File: src/rtl/bp_mem_noc_responder.sv
// Memory-network endpoint: accepts wormhole command packets, executes reads/writes
// against a small flop-array store, and returns response packets to the requester.
module bp_mem_noc_responder #(
    parameter int flit_width_p = 64,
    parameter int cord_width_p = 8,
    parameter int len_width_p  = 4,
    parameter int addr_width_p = 16,
    parameter int els_p        = 16
) (
    input  logic                    clk_i,
    input  logic                    reset_n_i,
    input  logic [cord_width_p-1:0] my_cord_i,
    input  logic [flit_width_p+1:0] cmd_link_i,
    output logic [flit_width_p+1:0] cmd_link_o
);

    localparam int idx_w_lp    = (els_p > 1) ? $clog2(els_p) : 1;
    localparam int len_lsb_lp  = cord_width_p;
    localparam int src_lsb_lp  = cord_width_p + len_width_p;
    localparam int op_bit_lp   = 2*cord_width_p + len_width_p;
    localparam int size_lsb_lp = op_bit_lp + 1;
    localparam int addr_lsb_lp = size_lsb_lp + len_width_p;

    localparam logic [2:0] e_idle     = 3'd0;
    localparam logic [2:0] e_wdata    = 3'd1;
    localparam logic [2:0] e_drain    = 3'd2;
    localparam logic [2:0] e_resp_hdr = 3'd3;
    localparam logic [2:0] e_rdata    = 3'd4;

    // Link handshake: a flit moves on any cycle where its v and the opposite
    // side's ready_and_rev are both high; v/data hold until that happens.
    logic                    cmd_v;
    logic [flit_width_p-1:0] cmd_data;
    logic                    rsp_ready;
    logic                    cmd_ready;
    logic                    rsp_v;
    logic [flit_width_p-1:0] rsp_data;
    logic                    cmd_fire;
    logic                    rsp_fire;

    assign cmd_v     = cmd_link_i[flit_width_p+1];
    assign cmd_data  = cmd_link_i[flit_width_p:1];
    assign rsp_ready = cmd_link_i[0];

    logic [2:0]              state_q, state_d;
    logic [len_width_p-1:0]  cnt_q, cnt_d;
    logic [idx_w_lp-1:0]     idx_q, idx_d;
    logic [cord_width_p-1:0] src_q, src_d;
    logic                    op_q, op_d;
    logic [len_width_p-1:0]  size_q, size_d;
    logic [addr_width_p-1:0] addr_q, addr_d;
    logic                    rdy_en_q, rdy_en_d;

    logic [flit_width_p-1:0] store_q [els_p];
    logic [flit_width_p-1:0] resp_hdr;

    logic [len_width_p-1:0]  hdr_len;
    logic                    hdr_op;
    logic [len_width_p-1:0]  hdr_size;
    logic [addr_width_p-1:0] hdr_addr;

    assign hdr_len  = cmd_data[len_lsb_lp +: len_width_p];
    assign hdr_op   = cmd_data[op_bit_lp];
    assign hdr_size = cmd_data[size_lsb_lp +: len_width_p];
    assign hdr_addr = cmd_data[addr_lsb_lp +: addr_width_p];

    // rdy_en_q keeps ready low during reset and for the release cycle itself.
    assign cmd_ready = rdy_en_q & ((state_q == e_idle) | (state_q == e_wdata) | (state_q == e_drain));
    assign rsp_v     = (state_q == e_resp_hdr) | (state_q == e_rdata);
    assign cmd_fire  = cmd_v & cmd_ready;
    assign rsp_fire  = rsp_v & rsp_ready;

    always_comb begin
        resp_hdr = '0;
        resp_hdr[0 +: cord_width_p]           = src_q;
        resp_hdr[len_lsb_lp +: len_width_p]   = op_q ? '0 : size_q;
        resp_hdr[src_lsb_lp +: cord_width_p]  = my_cord_i;
        resp_hdr[op_bit_lp]                   = op_q;
        resp_hdr[size_lsb_lp +: len_width_p]  = size_q;
        resp_hdr[addr_lsb_lp +: addr_width_p] = addr_q;
    end

    always_comb begin
        rsp_data = '0;
        if (state_q == e_resp_hdr) begin
            rsp_data = resp_hdr;
        end else if (state_q == e_rdata) begin
            rsp_data = store_q[idx_q];
        end
    end

    assign cmd_link_o = {rsp_v, rsp_data, cmd_ready};

    always_comb begin
        state_d  = state_q;
        cnt_d    = cnt_q;
        idx_d    = idx_q;
        src_d    = src_q;
        op_d     = op_q;
        size_d   = size_q;
        addr_d   = addr_q;
        rdy_en_d = 1'b1;
        case (state_q)
            e_idle: begin
                if (cmd_fire) begin
                    src_d  = cmd_data[src_lsb_lp +: cord_width_p];
                    op_d   = hdr_op;
                    size_d = hdr_size;
                    addr_d = hdr_addr;
                    idx_d  = hdr_addr[idx_w_lp-1:0];
                    cnt_d  = (hdr_len != '0) ? hdr_len - 1'b1 : '0;
                    if (hdr_len == '0) begin
                        state_d = e_resp_hdr;
                    end else begin
                        state_d = hdr_op ? e_wdata : e_drain;
                    end
                end
            end
            e_wdata, e_drain: begin
                if (cmd_fire) begin
                    if (state_q == e_wdata) begin
                        idx_d = idx_q + 1'b1;
                    end
                    if (cnt_q == '0) begin
                        state_d = e_resp_hdr;
                    end else begin
                        cnt_d = cnt_q - 1'b1;
                    end
                end
            end
            e_resp_hdr: begin
                if (rsp_fire) begin
                    if (!op_q && (size_q != '0)) begin
                        state_d = e_rdata;
                        cnt_d   = size_q - 1'b1;
                        idx_d   = addr_q[idx_w_lp-1:0];
                    end else begin
                        state_d = e_idle;
                    end
                end
            end
            e_rdata: begin
                if (rsp_fire) begin
                    idx_d = idx_q + 1'b1;
                    if (cnt_q == '0) begin
                        state_d = e_idle;
                    end else begin
                        cnt_d = cnt_q - 1'b1;
                    end
                end
            end
            default: state_d = e_idle;
        endcase
    end

    always_ff @(posedge clk_i or negedge reset_n_i) begin
        if (!reset_n_i) begin
            state_q  <= e_idle;
            cnt_q    <= '0;
            idx_q    <= '0;
            src_q    <= '0;
            op_q     <= 1'b0;
            size_q   <= '0;
            addr_q   <= '0;
            rdy_en_q <= 1'b0;
        end else begin
            state_q  <= state_d;
            cnt_q    <= cnt_d;
            idx_q    <= idx_d;
            src_q    <= src_d;
            op_q     <= op_d;
            size_q   <= size_d;
            addr_q   <= addr_d;
            rdy_en_q <= rdy_en_d;
        end
    end

    // Store is deliberately not reset; words written before a reset survive it.
    always_ff @(posedge clk_i) begin
        if ((state_q == e_wdata) && cmd_fire) begin
            store_q[idx_q] <= cmd_data;
        end
    end

endmodule

File: config.mk
export PLATFORM = sky130hd
export DESIGN_NAME = bp_mem_noc_responder
export DESIGN_NICKNAME = d
export VERILOG_FILES = /design/src/rtl/bp_mem_noc_responder.sv
export SDC_FILE = /design/constraint.sdc
export NUM_CORES = 1
export LEC_CHECK = 0
export ABC_AREA = 1
export CAP_MARGIN = 10
export CORE_MARGIN = 2
export CORE_UTILIZATION = 50
export DETAILED_ROUTE_END_ITERATION = 7
export DONT_BUFFER_PORTS = 1
export PLACE_DENSITY_LB_ADDON = 0.25
export SYNTH_ARGS = -nofsm -noshare
export SYNTH_HDL_FRONTEND = slang
export SYNTH_SLANG_ARGS = --single-unit
File: constraint.sdc
create_clock -name clk_i -period 13.4 [get_ports clk_i]
set_clock_uncertainty 0.2 [all_clocks]
set_input_delay 2.68 -clock clk_i [delete_from_list [all_inputs] [get_ports clk_i]]
set_output_delay 2.68 -clock clk_i [all_outputs]
set_load 0.01 [all_outputs]
==> metrics.txt <==
hpwl dp=53.1 mm; Final Non-Filler Cells=4331; Clock Path Buffers=3; # resized after CTS=0; Clock Latency Late Sink=670 ps; worst setup path end=cmd_link_o[23]; clock buffer count from CTS=106; RSZ-0062 raised after global routing=no; final instance area=46300 sq um; CTS tree=built; Area Overhead vs Synth=10.7%; footprint of the multi-input gates=9110 sq um; maximum clock rate=127 MHz; CORE AREA=83300 sq um; most frequent cell after synthesis=edfxtp_1; H-tree levels=3; top cells by count, synth=edfxtp_1 (1024), nor2_1 (549), nand2_1 (423); Die Ht=293 microns; cell count of the worst hold path=1; Required @ worst endpoint=10520 ps; final setup fails=0; first-pass GRT wire length=161 mm; Slew Limit Fails=0; CP arrival=4970 ps; Leak Pwr=15.1 nW; Distinct cells, synth=32; FF+latch area=31800 sq um; Die Area=86000 sq um; syn_area_per_cell=13.0 sq um; max_cap viols=0; Post-CTS Setup Repair Bufs=0; power density over cell area=204 nW/um^2; Fin. Hold Viols=0; Mapped Nets=3311; Layout Nets=3243; Hold WS=304 ps; hold_buf cts=0; Hold WC Path Type=flip-flop to flip-flop; vias post-DR=26500; YS warnings=0; vias in the first global route=25800; Rows=106; clock sinks=1065; Worst R2R Start=idx_q[1]; status=complete, no violations; CP Capture Type=output port; Worst path most repeated cell=nand2_1; DP Worst Slack=6270 ps; Port-buffer cells=0; dpl cells=4134; DRT iter0 DRCs=2767; R2R Setup Slk=7780 ps; Die Span X=293 microns; critical path startpoint=idx_q[0]; final WL=109 mm; layout cells sized above 1=0.0775; WS Path Type=flip-flop to output port; Clock transition at path regs=60 ps; Placed Area=42700 sq um; RR Endpoint=store_q[9][2]; Crit Path Max Fanout=251; Initial Util=0.502; worst setup margin=5550 ps; root buf cell=clkbuf_16; Remaining DRCs=0; Fill cells=6539; Worst VDD drop=162 uV; Inserted Diodes=0; Synth async-reset ratio=0.0385; Post-Syn Instances=3230; R2R cell count=6; Tmin final=7850 ps; I/O pins=142; Crit. path cell count=9; gpl congestion=0.790; DRT Pass-1 Iters=6; Slowest-stage cell, CP=inv_8; area leader, netlist=edfxtp_1; Crit path max-delay family=buffers and inverters; initial antenna violation count=2; TNS Setup=0 ps; GR Overflow Total=0; synthesized area=41800 sq um; top-area cell type share of the netlist area=0.735; post-synthesis sequential area ratio=0.760; Tot GR Track Use=0.250; final cycle utilization of the critical path=0.586; EDFF count, synth=1024; #FFs+latches synth=1065; slew of the pin with the lowest slew margin=1230 ps; CP peak stage delay=820 ps; drt wl/cell=25.1 microns; Primary FF master, synth=edfxtp_1; largest net degree at the start of global routing=252; CP cell instances=inv_8 -> buf_12 -> buf_4 -> o21ai_0 -> o22ai_1 -> nand2_1 -> nand4_1 -> nand2_1 -> nand2_1; worst path bufs/invs=3; synth top area cells=edfxtp_1 (73%), o21ai_0 (5.0%), nor2_1 (4.9%); Via density=6.13; startpoint types=flip-flop; Max transition margin=0.182; antenna viol nets, final=0
## layer usage
metal / GRT usage / part of all wire
met1: 0.332 / 0.40
met4: 0.0900 / 0.031
met3: 0.0509 / 0.089
met2: 0.412 / 0.48
met5: 0 / 0.00012
## cells by family (layout without fill, tap and decap cells)
family / Yosys count / in the layout / share of synthesized area
multiplexers: 24 / 24 / 0.00646
other: 1 / 1 / 0.0000896
adder cells (fa/ha/maj): 5 / 5 / 0.00150
buffers and inverters: 260 / 281 / 0.0265
XOR/XNOR: 3 / 3 / 0.000628
AND/OR/NAND/NOR: 1034 / 1034 / 0.0965
flip-flops: 1065 / 1065 / 0.760
AO/OA/AOI/OAI: 838 / 838 / 0.109
## per-stage QoR
stage               total power, mW  utilization
floorplan                      5.75            -
global placement               6.40        0.513
detailed placement             6.47        0.513
CTS                            9.47        0.556
global route                   9.89        0.556
finish                         9.45        0.556
## worst min-delay path by stage
stage               start         end  slack (ps)
2_1_floorplan   addr_q[0]   addr_q[0]         280
5_1_grt         addr_q[8]   addr_q[8]         310
6_report        addr_q[8]   addr_q[8]         300
3_5_place_dp   addr_q[14]  addr_q[14]         290
4_1_cts          src_q[2]    src_q[2]         310
3_3_place_gp     src_q[2]    src_q[2]         290
## registers in the layout (all words and copies together) (netlist names)
signal / count
size_q: 4
addr_q: 16
state_q: 3
idx_q: 4
op_q: 1
rdy_en_q: 1
cnt_q: 4
src_q: 8
store_q: 1024
## cell type report
class	instances	area share
Clock buffer	141	0.0625
Clock inverter	56	0.0153
Inverter	46	0.00402
Multi-Input combinational cell	1905	0.197
Sequential cell	1065	0.686
Tap cell	1080	0.0292
Timing Repair Buffer	38	0.00643
## power by group
group          total, mW  internal [mW]  switching [mW]
Sequential          3.87           3.75           0.118
Clock               3.02           1.79            1.23
Combinational       2.55          0.735            1.82
## cells in the final DEF, fill, tap and decap left out, drive strengths merged, types with 38 or more instances in the layout
| cell type | Yosys | layout |
|---|---|---|
| edfxtp | 1024 | 1024 |
| buf | 74 | 38 |
| o21ai | 533 | 533 |
| nor2 | 551 | 551 |
| nand4 | 43 | 43 |
| dfrtp | 41 | 41 |
| o22ai | 256 | 256 |
| clkbuf | 140 | 141 |
| nand2 | 424 | 424 |
| clkinv | 0 | 41 |
| inv | 46 | 47 |
(Power assumes the default switching activity.)
